## config.mk

```make
export PLATFORM = sky130hd
export DESIGN_NAME = coin_acceptor
export DESIGN_NICKNAME = d
export VERILOG_FILES = /design/src/rtl/coin_acceptor.sv
export SDC_FILE = /design/constraint.sdc
export NUM_CORES = 1
export LEC_CHECK = 0
export ABC_CLOCK_PERIOD_IN_PS = 2700
export BUFFER_PORTS_ARGS = -buffer_cell sky130_fd_sc_hd__buf_2
export CORE_ASPECT_RATIO = 2
export CORE_MARGIN = 4
export CORE_UTILIZATION = 58
export DETAILED_ROUTE_END_ITERATION = 8
export PLACE_DENSITY = 0.78
export SYNTH_ARGS = -nofsm -noshare
export SYNTH_HDL_FRONTEND = slang
export SYNTH_SLANG_ARGS = --single-unit
```

## constraint.sdc

```tcl
create_clock -name clk -period 2.7 [get_ports clk]
set_clock_uncertainty 0.1 [all_clocks]
set_input_delay 0.27 -clock clk [delete_from_list [all_inputs] [get_ports clk]]
set_output_delay 0.27 -clock clk [all_outputs]
set_load 0.005 [all_outputs]
```

## src/rtl/coin_acceptor.sv

```systemverilog
// coin_acceptor: conditions raw coin-sensor and return-button lines for the
// vending FSM. Each line is synchronized, debounced and edge-detected; events
// are queued in order and released as one-cycle strobes with a gap cycle.
module coin_acceptor #(
  parameter int DEBOUNCE_CYCLES = 4,
  parameter int FIFO_DEPTH      = 4
) (
  input  logic                              clk,
  input  logic                              rst,
  input  logic                              sense_5,
  input  logic                              sense_10,
  input  logic                              sense_25,
  input  logic                              return_btn,
  input  logic                              accept_en,
  output logic                              coin_5,
  output logic                              coin_10,
  output logic                              coin_25,
  output logic                              coin_return,
  output logic                              reject,
  output logic [$clog2(FIFO_DEPTH+1)-1:0]   fifo_count
);

  localparam int CW   = $clog2(DEBOUNCE_CYCLES);
  localparam int PW   = $clog2(FIFO_DEPTH);
  localparam int CNTW = $clog2(FIFO_DEPTH + 1);

  localparam logic [CW-1:0]   CNT_MAX  = CW'(DEBOUNCE_CYCLES - 1);
  localparam logic [CW-1:0]   CNT_ONE  = CW'(1);
  localparam logic [PW-1:0]   PTR_LAST = PW'(FIFO_DEPTH - 1);
  localparam logic [PW-1:0]   PTR_ONE  = PW'(1);
  localparam logic [CNTW-1:0] FCNT_MAX = CNTW'(FIFO_DEPTH);
  localparam logic [CNTW-1:0] FCNT_ONE = CNTW'(1);

  // Event codes as stored in the queue
  localparam logic [1:0] CODE_5   = 2'd0;
  localparam logic [1:0] CODE_10  = 2'd1;
  localparam logic [1:0] CODE_25  = 2'd2;
  localparam logic [1:0] CODE_RET = 2'd3;

  // Release FSM states
  localparam logic [0:0] IDLE = 1'b0;
  localparam logic [0:0] GAP  = 1'b1;

  logic [3:0]      raw_s;
  logic [3:0]      s1_q, s2_q;
  logic [3:0]      deb_q, deb_d;
  logic [CW-1:0]   cnt_q [4];
  logic [CW-1:0]   cnt_d [4];
  logic [3:0]      rise_s;

  logic            multi_s, single_s, full_s;
  logic [1:0]      coin_code_s;
  logic            push_s;
  logic [1:0]      push_code_s;
  logic            ret_pend_q, ret_pend_d;
  logic            reject_q, reject_d;

  logic [1:0]      mem_q [FIFO_DEPTH];
  logic [PW-1:0]   wptr_q, wptr_d, rptr_q, rptr_d;
  logic [CNTW-1:0] count_q, count_d;
  logic            pop_s;
  logic [1:0]      pop_code_s;

  logic [0:0]      state_q, state_d;
  logic [3:0]      strobe_q, strobe_d;

  assign raw_s = {return_btn, sense_25, sense_10, sense_5};

  // Two-flop synchronizer for all four raw lines
  always_ff @(posedge clk) begin
    if (rst) begin
      s1_q <= 4'b0000;
      s2_q <= 4'b0000;
    end else begin
      s1_q <= raw_s;
      s2_q <= s1_q;
    end
  end

  // Debounce each synchronized line; a rising update of the level is an event
  always_comb begin
    for (int i = 0; i < 4; i++) begin
      deb_d[i]  = deb_q[i];
      cnt_d[i]  = cnt_q[i];
      rise_s[i] = 1'b0;
      if (s2_q[i] == deb_q[i]) begin
        cnt_d[i] = {CW{1'b0}};
      end else if (cnt_q[i] == CNT_MAX) begin
        deb_d[i]  = s2_q[i];
        cnt_d[i]  = {CW{1'b0}};
        rise_s[i] = s2_q[i];
      end else begin
        cnt_d[i] = cnt_q[i] + CNT_ONE;
      end
    end
  end

  // Debouncer level and stability counter registers
  always_ff @(posedge clk) begin
    if (rst) begin
      deb_q <= 4'b0000;
      for (int i = 0; i < 4; i++) begin
        cnt_q[i] <= {CW{1'b0}};
      end
    end else begin
      deb_q <= deb_d;
      for (int i = 0; i < 4; i++) begin
        cnt_q[i] <= cnt_d[i];
      end
    end
  end

  assign multi_s  = (rise_s[0] & rise_s[1]) | (rise_s[0] & rise_s[2]) |
                    (rise_s[1] & rise_s[2]);
  assign single_s = (|rise_s[2:0]) & ~multi_s;
  assign full_s   = (count_q == FCNT_MAX);

  // Encode the single detected coin
  always_comb begin
    if (rise_s[0]) begin
      coin_code_s = CODE_5;
    end else if (rise_s[1]) begin
      coin_code_s = CODE_10;
    end else begin
      coin_code_s = CODE_25;
    end
  end

  // Push arbitration: coins win; a concurrent return waits so it stays behind
  always_comb begin
    push_s      = 1'b0;
    push_code_s = CODE_5;
    reject_d    = 1'b0;
    ret_pend_d  = ret_pend_q;
    if (single_s) begin
      if (full_s) begin
        reject_d = 1'b1;
      end else begin
        push_s      = 1'b1;
        push_code_s = coin_code_s;
      end
      if (rise_s[3]) begin
        ret_pend_d = 1'b1;
      end else begin
        ret_pend_d = ret_pend_q;
      end
    end else begin
      if (multi_s) begin
        reject_d = 1'b1;
      end else begin
        reject_d = 1'b0;
      end
      if (ret_pend_q || rise_s[3]) begin
        if (!full_s) begin
          push_s      = 1'b1;
          push_code_s = CODE_RET;
          ret_pend_d  = 1'b0;
        end else if (ret_pend_q) begin
          // an already pending return simply waits for space
          ret_pend_d = 1'b1;
        end else begin
          reject_d = 1'b1;
        end
      end else begin
        ret_pend_d = ret_pend_q;
      end
    end
  end

  assign pop_s      = (state_q == IDLE) && (count_q != {CNTW{1'b0}}) && accept_en;
  assign pop_code_s = mem_q[rptr_q];

  // Pointer wrap and occupancy bookkeeping
  always_comb begin
    if (push_s) begin
      wptr_d = (wptr_q == PTR_LAST) ? {PW{1'b0}} : (wptr_q + PTR_ONE);
    end else begin
      wptr_d = wptr_q;
    end
    if (pop_s) begin
      rptr_d = (rptr_q == PTR_LAST) ? {PW{1'b0}} : (rptr_q + PTR_ONE);
    end else begin
      rptr_d = rptr_q;
    end
    case ({push_s, pop_s})
      2'b10:   count_d = count_q + FCNT_ONE;
      2'b01:   count_d = count_q - FCNT_ONE;
      default: count_d = count_q;
    endcase
  end

  // Event storage; contents are don't-care while unoccupied
  always_ff @(posedge clk) begin
    if (push_s) begin
      mem_q[wptr_q] <= push_code_s;
    end
  end

  // FIFO control, pending-return flag and reject pulse
  always_ff @(posedge clk) begin
    if (rst) begin
      wptr_q     <= {PW{1'b0}};
      rptr_q     <= {PW{1'b0}};
      count_q    <= {CNTW{1'b0}};
      ret_pend_q <= 1'b0;
      reject_q   <= 1'b0;
    end else begin
      wptr_q     <= wptr_d;
      rptr_q     <= rptr_d;
      count_q    <= count_d;
      ret_pend_q <= ret_pend_d;
      reject_q   <= reject_d;
    end
  end

  // Release FSM next state and strobe selection from the popped code
  always_comb begin
    case (state_q)
      IDLE:    state_d = pop_s ? GAP : IDLE;
      GAP:     state_d = IDLE;
      default: state_d = IDLE;
    endcase
    if (pop_s) begin
      case (pop_code_s)
        CODE_5:   strobe_d = 4'b0001;
        CODE_10:  strobe_d = 4'b0010;
        CODE_25:  strobe_d = 4'b0100;
        CODE_RET: strobe_d = 4'b1000;
        default:  strobe_d = 4'b0000;
      endcase
    end else begin
      strobe_d = 4'b0000;
    end
  end

  // Release FSM state and registered strobes
  always_ff @(posedge clk) begin
    if (rst) begin
      state_q  <= IDLE;
      strobe_q <= 4'b0000;
    end else begin
      state_q  <= state_d;
      strobe_q <= strobe_d;
    end
  end

  assign coin_5      = strobe_q[0];
  assign coin_10     = strobe_q[1];
  assign coin_25     = strobe_q[2];
  assign coin_return = strobe_q[3];
  assign reject      = reject_q;
  assign fifo_count  = count_q;

endmodule
```

==> results of run 1 <==
## worst paths after layout
path | startpoint | to | slack [ps]
hold reg to reg | cnt_q[3][0] | cnt_q[3][0] | 320
hold / removal | return_btn | s1_q[3] | 80
setup reg to reg | cnt_q[0][0] | fifo_count[2] | 130
setup / recovery | cnt_q[0][0] | fifo_count[2] | 130
## repair_timing
action | CTS | global route
setup buffers | 0 | 2
gates resized for setup | 4 | 9
endpoints found under the setup margin | 1 | 1
pin swaps | 1 | 3
## through the flow
stage / util / TNS, ps / total power, W / area [µm²]
global route: 0.698 / 0 / 0.00113 / 2080
global placement: 0.647 / 0 / 0.000711 / 1930
finish: 0.698 / 0 / 0.00108 / 2080
floorplan: - / 0 / 0.000707 / 1820
CTS: 0.683 / 0 / 0.00110 / 2030
detailed placement: 0.647 / -33.3 / 0.000713 / 1930
## critical path, delay by kind of cell, from the launching register on
kind                     cells  cell delay, ps
adder cells (fa/ha/maj)      3             680
AND/OR/NAND/NOR              2             460
AO/OA/AOI/OAI                3             430
XOR/XNOR                     2             370
flip-flops                   1             350
buffers and inverters        2             110
## cell families (layout without fill, tap and decap cells)
logic type / count (synthesis) / in the layout / synth area share
buffers and inverters: 14 / 37 / 0.0330
muxes: 7 / 7 / 0.0549
DFF: 44 / 44 / 0.527
AOI/OAI and AO/OA: 20 / 20 / 0.0742
xor gates and xnor gates: 7 / 7 / 0.0378
adders and majority gates: 11 / 11 / 0.0797
and+or+nand+nor: 61 / 61 / 0.193
## state kept, by name, summed over array words and instances (netlist names), named ones only
name	flops
cnt_q	8
deb_q	4
fifo_count	3
mem_q	8
reject	1
ret_pend_q	1
rptr_q	2
s1_q	4
s2_q	4
state_q	1
strobe_q	4
wptr_q	2
## power groups by stage
| stage | registers (W) | logic, W | clock network [W] |
|---|---|---|---|
| after global placement | 0.000691 | 0.0000196 | 0 |
| after floorplan | 0.000691 | 0.0000159 | 0 |
| after detailed placement | 0.000692 | 0.0000207 | 0 |
| after global routing | 0.000678 | 0.0000246 | 0.000426 |
| final | 0.000677 | 0.0000208 | 0.000379 |
| after CTS | 0.000677 | 0.0000211 | 0.000399 |
## area by class of cell
| class | instances | area (µm²) | share of cell area |
|---|---|---|---|
| clock buffer | 7 | 76.3 | 0.0367 |
| clock inverter | 1 | 5.00 | 0.00241 |
| inverter | 11 | 41.3 | 0.0199 |
| multi-input combinational | 106 | 853 | 0.411 |
| sequential | 44 | 965 | 0.464 |
| tap | 30 | 37.5 | 0.0181 |
| timing repair buffer | 18 | 100 | 0.0482 |
## synthesized netlist by cell type, types with 2 or more instances
| library cell | count |
|---|---|
| nand2b_1 | 2 |
| nor2_1 | 22 |
| mux4_2 | 2 |
| xnor2_1 | 4 |
| and2_2 | 5 |
| xor2_1 | 2 |
| nor3_1 | 2 |
| dfxtp_1 | 36 |
| ha_1 | 10 |
| nand3b_4 | 2 |
| mux2i_1 | 4 |
| clkbuf_1 | 2 |
| nor2b_1 | 8 |
| edfxtp_1 | 8 |
| a21oi_1 | 6 |
| nand2_1 | 7 |
| o21ai_0 | 5 |
| inv_1 | 11 |
| or3_1 | 5 |
## per-layer routing
metal  part of all wire  global-route usage  vias to the layer above
met3              0.036              0.0455                       10
met1               0.33               0.178                      558
met5                  0                   0                        -
li1                   -                   -                      595
met4              0.038               0.103                        0
met2               0.60               0.313                       26
==> results.json, run 1 <==
{
  "hold_path.class": "input pin to flip-flop",
  "antenna_left": 0,
  "postSynth.asyncResetShare": 0,
  "p_int_w": 0.000864,
  "synth-edff-count": 8,
  "relSlewSlack": 0.652,
  "avgViaCountPerCell": 5.48,
  "layout_min_cycle_time_ps": 2570,
  "drcViolationCount": 0,
  "hold_violations": 0,
  "synthTopCellsByArea": "dfxtp_1 (40%), edfxtp_1 (13%), ha_1 (6.9%), nor2_1 (4.5%), nor2b_1 (2.7%)",
  "post-place-ws_ps": -33.3,
  "via_count": 1189,
  "antenna_found_initial": 0,
  "final_nets": 204,
  "hold_ws_ps": 80.2,
  "portBuffers": 14,
  "layout_common_cells": "dfxtp_1 (33), nor2_1 (22), buf_2 (14), inv_1 (11)",
  "cts_tree": "done",
  "dieArea_um2": 4160,
  "fillers": 211,
  "h-tree-depth": 2,
  "setup_viol": 0,
  "clk_pin_slew_ps": 70,
  "synth_top_area_frac": 0.396,
  "syn_nets": 182,
  "tightestPinTransition_ps": 521,
  "drtIter0Drc": 12,
  "slew_violations": 0,
  "synth_top_flop_cell": "dfxtp_1",
  "diodes": 0,
  "ys_types": 40,
  "status": "complete, no violations",
  "ir_drop_uv": 584,
  "hold_depth": 2,
  "ys.warnings.count": 0,
  "rsz0062_at_grt": "false",
  "switchingPower_w": 0.000213,
  "crit_arrival_ps": 2690,
  "seq_area_frac_synth": 0.527,
  "criticalPathCategory": "flip-flop to flip-flop",
  "netlist_area_um2": 1820,
  "die_h_um": 87.3,
  "max_freq_mhz": 390,
  "core_area_um2": 2980,
  "cp.required_ps": 2830,
  "fin_cells": 217,
  "start_util": 0.612,
  "crit_chain": "ha_4, nand3b_4, xnor2_4, o21ai_2, o21a_4, inv_1, ha_2, inv_1, fa_2, xor2_1, or3_1, a21oi_2",
  "drive_gt1_frac": 0.262,
  "grt_pass1_wl_mm": 5.20,
  "synthCells": 164,
  "r2r_cells": 12,
  "powerDensity_nw_per_um2": 518,
  "p_leak_nw": 0.847,
  "fin_crit_sh": 0.950,
  "final_common_cell": "dfxtp_1",
  "dpl.cell_count": 207,
  "hold_buffers": 0,
  "root_buffer": "clkbuf_8",
  "switching_share": 0.198,
  "die_width_um": 47.6,
  "yosys.area.top_type": "dfxtp_1",
  "track_usage": 0.180,
  "clock_latency_ps": 290,
  "clockBufferDepth": 2,
  "firstDrtPassIters": 4,
  "maxCapViolCount": 0,
  "syn_to_final_growth_pct": 14.1,
  "num_rows": 28,
  "dp_hpwl_mm": 2.32,
  "place.gp.congestion": 0.739,
  "crit_top_cell": "inv_1",
  "clkPwrFrac": 0.352,
  "seqPwrFrac": 0.629,
  "routedWlPerCell_um": 14.2,
  "comb_power_share": 0.019,
  "critPathLaunchType": "flip-flop",
  "grt_max_degree": 28,
  "critPathCaptureType": "flip-flop",
  "synth-seq-cells": 44,
  "clock_sinks": 44,
  "first_global_vias": 1194,
  "slowest_stage": "dfxtp_2",
  "timing.final.ws_setup_ps": 134,
  "drt-total-wl_mm": 3.08,
  "cp_max_fo": 7,
  "io_pins": 15,
  "syn_area_per_cell_um2": 11.1,
  "cts_inserted_buffers": 5,
  "critical_path.max_stage_delay_ps": 350,
  "gr-total-overflow": 0
}
Power figures use the tool's default switching activity.
==> run 2, diff against run 1 <==
==> config.mk (replaced) <==
export PLATFORM = sky130hd
export DESIGN_NAME = coin_acceptor
export DESIGN_NICKNAME = d
export VERILOG_FILES = /design/src/rtl/coin_acceptor.sv
export SDC_FILE = /design/constraint.sdc
export NUM_CORES = 1
export LEC_CHECK = 0
export ABC_CLOCK_PERIOD_IN_PS = 2700
export BUFFER_PORTS_ARGS = -buffer_cell sky130_fd_sc_hd__buf_4
export CELL_PAD_IN_SITES_DETAIL_PLACEMENT = 1
export CELL_PAD_IN_SITES_GLOBAL_PLACEMENT = 1
export CORE_ASPECT_RATIO = 2
export CORE_MARGIN = 4
export CORE_UTILIZATION = 46
export DETAILED_ROUTE_END_ITERATION = 8
export PLACE_DENSITY_LB_ADDON = 0.1
export SYNTH_ARGS = -nofsm -noshare
export SYNTH_HDL_FRONTEND = slang
export SYNTH_SLANG_ARGS = --single-unit
==> run 2 against run 1 <==
  * Critical path depth unchanged
  * Die area is 23% higher
  * Clock-buffer cell count shrank 2
  * First-iteration DRC count decreased by 8.3%
  * Final area increased by 6.3%
  * Worst setup slack worse by 47 ps
  * Wire length grew 15%
  * Sequential share of layout area is 2.7 points lower
  * Maximum frequency fell by 1.8%
  * Cell count is 11% higher
  * Largest power group unchanged
  * Highest routed layer unchanged
==> results.json, run 2 (synthesis results as in run 1) <==
{
  "p_leak_nw": 0.883,
  "place.gp.congestion": 0.674,
  "tightestPinTransition_ps": 463,
  "hold_buffers": 0,
  "clockBufferDepth": 2,
  "relSlewSlack": 0.690,
  "max_freq_mhz": 383,
  "critPathBufInv": 2,
  "cp_max_fo": 5,
  "cts_tree": "done",
  "reg_top3": "cnt_q (8), mem_q (8)",
  "r2r_slack_ps": 90,
  "start_util": 0.474,
  "fillers": 427,
  "critPathCaptureType": "flip-flop",
  "setup_viol": 0,
  "cp_top_family": "adder cells",
  "crit_path_end": "fifo_count[2]",
  "die_width_um": 52.5,
  "fin_crit_sh": 0.968,
  "status": "complete, no violations",
  "core_area_um2": 3840,
  "portBuffers": 14,
  "cts_inserted_buffers": 5,
  "first_global_vias": 1311,
  "syn_to_final_growth_pct": 21.3,
  "io_pins": 15,
  "drive_gt1_frac": 0.300,
  "grt_pass1_wl_mm": 5.88,
  "clock_sinks": 44,
  "final_nets": 207,
  "avgViaCountPerCell": 5.06,
  "via_count": 1219,
  "crit_chain": "ha_4, nand3b_4, xnor2_4, o21ai_2, o21a_4, inv_4, ha_4, inv_2, fa_2, xor2_1, or3_1, a21oi_2",
  "critPathLaunchType": "flip-flop",
  "clk_pin_slew_ps": 80,
  "drtIter0Drc": 11,
  "dp_hpwl_mm": 2.65,
  "crit_arrival_ps": 2750,
  "post-place-ws_ps": -57.8,
  "track_usage": 0.155,
  "hold_path.class": "input pin to flip-flop",
  "root_buffer": "clkbuf_8",
  "routedWlPerCell_um": 14.7,
  "crit_path_start": "cnt_q[0][0]",
  "crit_top_cell": "ha_4",
  "worstReg2RegEnd": "fifo_count[2]",
  "r2r_start": "cnt_q[0][0]",
  "critical_path.max_stage_delay_ps": 390,
  "timing.final.ws_setup_ps": 87.1,
  "num_rows": 32,
  "die_h_um": 97.0,
  "antenna_found_initial": 0,
  "gr-total-overflow": 0,
  "critical_path_depth": 12,
  "criticalPathCategory": "flip-flop to flip-flop",
  "dieArea_um2": 5090,
  "layout_min_cycle_time_ps": 2610,
  "ir_drop_uv": 535,
  "firstDrtPassIters": 3,
  "antenna_left": 0,
  "drcViolationCount": 0,
  "powerDensity_nw_per_um2": 543,
  "final_common_cell": "dfxtp_1",
  "hold_violations": 0,
  "maxCapViolCount": 0,
  "drt-total-wl_mm": 3.54,
  "slew_violations": 0,
  "layout_common_cells": "dfxtp_1 (32), nor2_1 (22), buf_4 (20), inv_1 (9)",
  "h-tree-depth": 2,
  "grt_max_degree": 28,
  "cp.required_ps": 2830,
  "clock_latency_ps": 300,
  "fin_util": 0.575,
  "diodes": 0,
  "r2r_cells": 12,
  "slowest_stage": "or3_1"
}
[run 2: area by class of cell]
type / instances / area [µm²] / share of cell area
Clock buffer: 5 / 68.8 / 0.0311
Clock inverter: 3 / 42.5 / 0.0193
Inverter: 11 / 43.8 / 0.0198
Multi-Input combinational cell: 106 / 863 / 0.391
Sequential cell: 44 / 966 / 0.437
Tap cell: 51 / 63.8 / 0.0289
Timing Repair Buffer: 21 / 161 / 0.0730
[run 2: metrics by stage]
| stage | cells | hold WS (ps) | power, W | area, µm² | setup TNS, ps |
|---|---|---|---|---|---|
| after CTS | 236 | 72.6 | 0.00122 | 2130 | 0 |
| after global routing | 241 | 81.0 | 0.00125 | 2210 | -13.4 |
| after detailed placement | 227 | 311 | 0.000716 | 1980 | -57.8 |
| after global placement | 227 | 304 | 0.000714 | 1980 | 0 |
| after floorplan | 164 | 297 | 0.000707 | 1820 | 0 |
| final | 241 | 81.9 | 0.00120 | 2210 | 0 |
[run 2: per-layer routing]
metal	GRT usage	wire length [µm]	vias up	part of all wire
met5	0	0	-	0
met4	0.0591	60	0	0.017
met3	0.0370	109	5	0.031
met2	0.291	2170	16	0.61
met1	0.150	1200	598	0.34
li1	-	-	600	-
[run 2: how the worst min path moves through the flow]
stage	start	end	slack, ps	cells after the start
after floorplan	cnt_q[0][0]	cnt_q[0][0]	300	1
after global placement	cnt_q[0][0]	cnt_q[0][0]	300	1
after detailed placement	cnt_q[2][0]	cnt_q[2][0]	310	1
after CTS	return_btn	s1_q[3]	70	2
after global routing	return_btn	s1_q[3]	80	2
final	sense_10	s1_q[1]	80	2
[run 2: report_power, final]
group | switching [W] | total (W) | internal, W | leakage, nW
combinational | 0.0000109 | 0.0000235 | 0.0000126 | 0.461
clock | 0.000226 | 0.000499 | 0.000274 | 0.0541
sequential | 0.00000467 | 0.000677 | 0.000672 | 0.368
[run 2: repair_timing]
action / 4_1_cts / 5_1_grt
gates resized for setup: 7 / 12
cloned: 0 / 0
buffers inserted: 1 / 5
setup endpoints to repair: 1 / 1
pin swaps: 3 / 8
[run 2: worst reg2reg max path, stage by stage (launching register included)]
cell and delay, ps:
dfxtp_2 360, ha_4 160, nand3b_4 140, xnor2_4 200
o21ai_2 100, o21a_4 240, inv_4 60, ha_4 130
inv_2 40, fa_2 350, xor2_1 150, or3_1 390
a21oi_2 130
==> run 3, diff against run 2 <==
--- a/config.mk
+++ b/config.mk
@@ -11,7 +11,7 @@
 export CELL_PAD_IN_SITES_GLOBAL_PLACEMENT = 1
 export CORE_ASPECT_RATIO = 2
 export CORE_MARGIN = 4
-export CORE_UTILIZATION = 46
+export CORE_UTILIZATION = 45
 export DETAILED_ROUTE_END_ITERATION = 8
 export PLACE_DENSITY_LB_ADDON = 0.1
 export SYNTH_ARGS = -nofsm -noshare
==> run 3 against run 2 <==
  * Sequential power barely moved
  * Wire length rose by 1.3%
  * Worst setup slack improved by 6.6 ps
  * Non-clock buffer count fell by 2
  * Clock power fell by 16%
  * Clock-buffer cell count did not move
==> results.json, run 3 (synthesis results as in run 1) <==
{
  "relSlewSlack": 0.677,
  "hold_start": "sense_10",
  "max_freq_mhz": 384,
  "r2r_slack_ps": 90,
  "top_usage_layer": "met2",
  "io_pins": 15,
  "start_util": 0.469,
  "holdPathEnd": "s1_q[1]",
  "grt_max_degree": 28,
  "die_width_um": 53.0,
  "status": "complete, no violations",
  "clockBufferDepth": 2,
  "tightestPinTransition_ps": 485,
  "dpl_cell_area_um2": 1980,
  "avgViaCountPerCell": 5.13,
  "die_h_um": 98.0,
  "root_buffer": "clkbuf_8",
  "layout_min_cycle_time_ps": 2610,
  "timing.final.ws_setup_ps": 93.7,
  "final_common_cell": "dfxtp_1",
  "setup_viol": 0,
  "drcViolationCount": 0,
  "r2r_cells": 12,
  "hold_path.class": "input pin to flip-flop",
  "cp_max_fo": 7,
  "grtUsageMet2": 0.302,
  "cts_inserted_buffers": 5,
  "antenna_left": 0,
  "routedWlPerCell_um": 15.0,
  "fin_cells": 239,
  "dieArea_um2": 5190,
  "track_usage": 0.155,
  "dp_hpwl_mm": 2.63,
  "maxCapViolCount": 0,
  "critPathLaunchType": "flip-flop",
  "drtIter0Drc": 9,
  "dpl.cell_count": 227,
  "diodes": 0,
  "critPathCaptureType": "flip-flop",
  "cts_tree": "done",
  "syn_to_final_growth_pct": 18.5,
  "clock_sinks": 44,
  "portBuffers": 14,
  "fillers": 447,
  "firstDrtPassIters": 4,
  "ir_drop_uv": 476,
  "final_nets": 205,
  "drive_gt1_frac": 0.282,
  "criticalPathCategory": "flip-flop to flip-flop",
  "antenna_found_initial": 0,
  "num_rows": 32,
  "slew_violations": 0,
  "powerDensity_nw_per_um2": 518,
  "fin_area_um2": 2160,
  "clk_pin_slew_ps": 90,
  "grt_pass1_wl_mm": 5.82,
  "post-place-ws_ps": 14.5,
  "layout_common_cells": "dfxtp_1 (32), nor2_1 (22), buf_4 (19), inv_1 (11)",
  "hold_violations": 0,
  "p_leak_nw": 0.855,
  "worstReg2RegEnd": "fifo_count[2]",
  "core_area_um2": 3880,
  "place.gp.congestion": 0.676,
  "via_count": 1225,
  "crit_arrival_ps": 2750,
  "hold_buffers": 0,
  "r2r_start": "cnt_q[1][1]",
  "clock_latency_ps": 300,
  "use_met3": 0.0382,
  "crit_path_start": "cnt_q[1][1]",
  "gr-total-overflow": 0,
  "h-tree-depth": 2,
  "use_met1": 0.134,
  "fin_crit_sh": 0.965,
  "reg_top3": "cnt_q (8), mem_q (8)",
  "cp.required_ps": 2840,
  "first_global_vias": 1303,
  "hold_depth": 2,
  "drt-total-wl_mm": 3.58
}
## run 3: changes by cell type in the layout (fill, tap and decap cells not counted), sizes merged
cell / delta
buf: -2
bufinv: -1
clkinvlp: +1
## run 3: timing repair
item                                    4_1_cts  5_1_grt
buffers inserted                              0        4
endpoints found under the setup margin        1        1
gates cloned                                  0        0
pin swaps                                     0        2
gates resized for setup                       2       12
## run 3: worst max path at each step
stage               endpoint  slack (ps)  cells after the start
6_report       fifo_count[2]          90                     12
3_5_place_dp   fifo_count[2]          10                     12
5_1_grt        fifo_count[2]         -20                     12
3_3_place_gp   fifo_count[2]         140                     12
2_1_floorplan  fifo_count[2]         190                     12
4_1_cts        fifo_count[2]          20                     12
## run 3: cell type report
cell class,count,area (µm²),share of cell area
Sequential cell,44,966,0.447
Clock buffer,5,68.8,0.0319
Multi-Input combinational cell,106,853,0.395
Clock inverter,3,23.8,0.0110
Timing Repair Buffer,19,143,0.0660
Inverter,11,41.3,0.0191
Tap cell,51,63.8,0.0295
## run 3: critical path, cell delays in order, from the launching register on
cell and delay (ps):
dfxtp_2 350, ha_4 160, nand3b_4 140, xnor2_4 210, o21ai_2 100, o21a_4 230, inv_1 60, ha_2 170
inv_1 50, fa_2 340, xor2_1 160, or3_1 330, a21oi_2 130
## run 3: metal layers
metal / routed length, µm / part of all wire / vias up
met5: 0 / 0 / -
met3: 113 / 0.032 / 7
met2: 2150 / 0.60 / 19
met1: 1230 / 0.34 / 604
met4: 83 / 0.023 / 0
li1: - / - / 595
## run 3: metrics by stage
step | hold slack (ps) | TNS, ps | utilization | power (W)
floorplan | 297 | 0 | - | 0.000707
global placement | 304 | 0 | 0.510 | 0.000714
detailed placement | 317 | 0 | 0.510 | 0.000716
CTS | 71.5 | 0 | 0.535 | 0.00113
global route | 89.3 | -22.0 | 0.556 | 0.00117
finish | 73.7 | 0 | 0.556 | 0.00112
## run 3: power by group
group / switching, W / total, W / leakage (nW) / internal (W)
Combinational: 0.0000113 / 0.0000244 / 0.447 / 0.0000131
Clock: 0.000234 / 0.000417 / 0.0404 / 0.000183
Sequential: 0.00000482 / 0.000677 / 0.368 / 0.000672
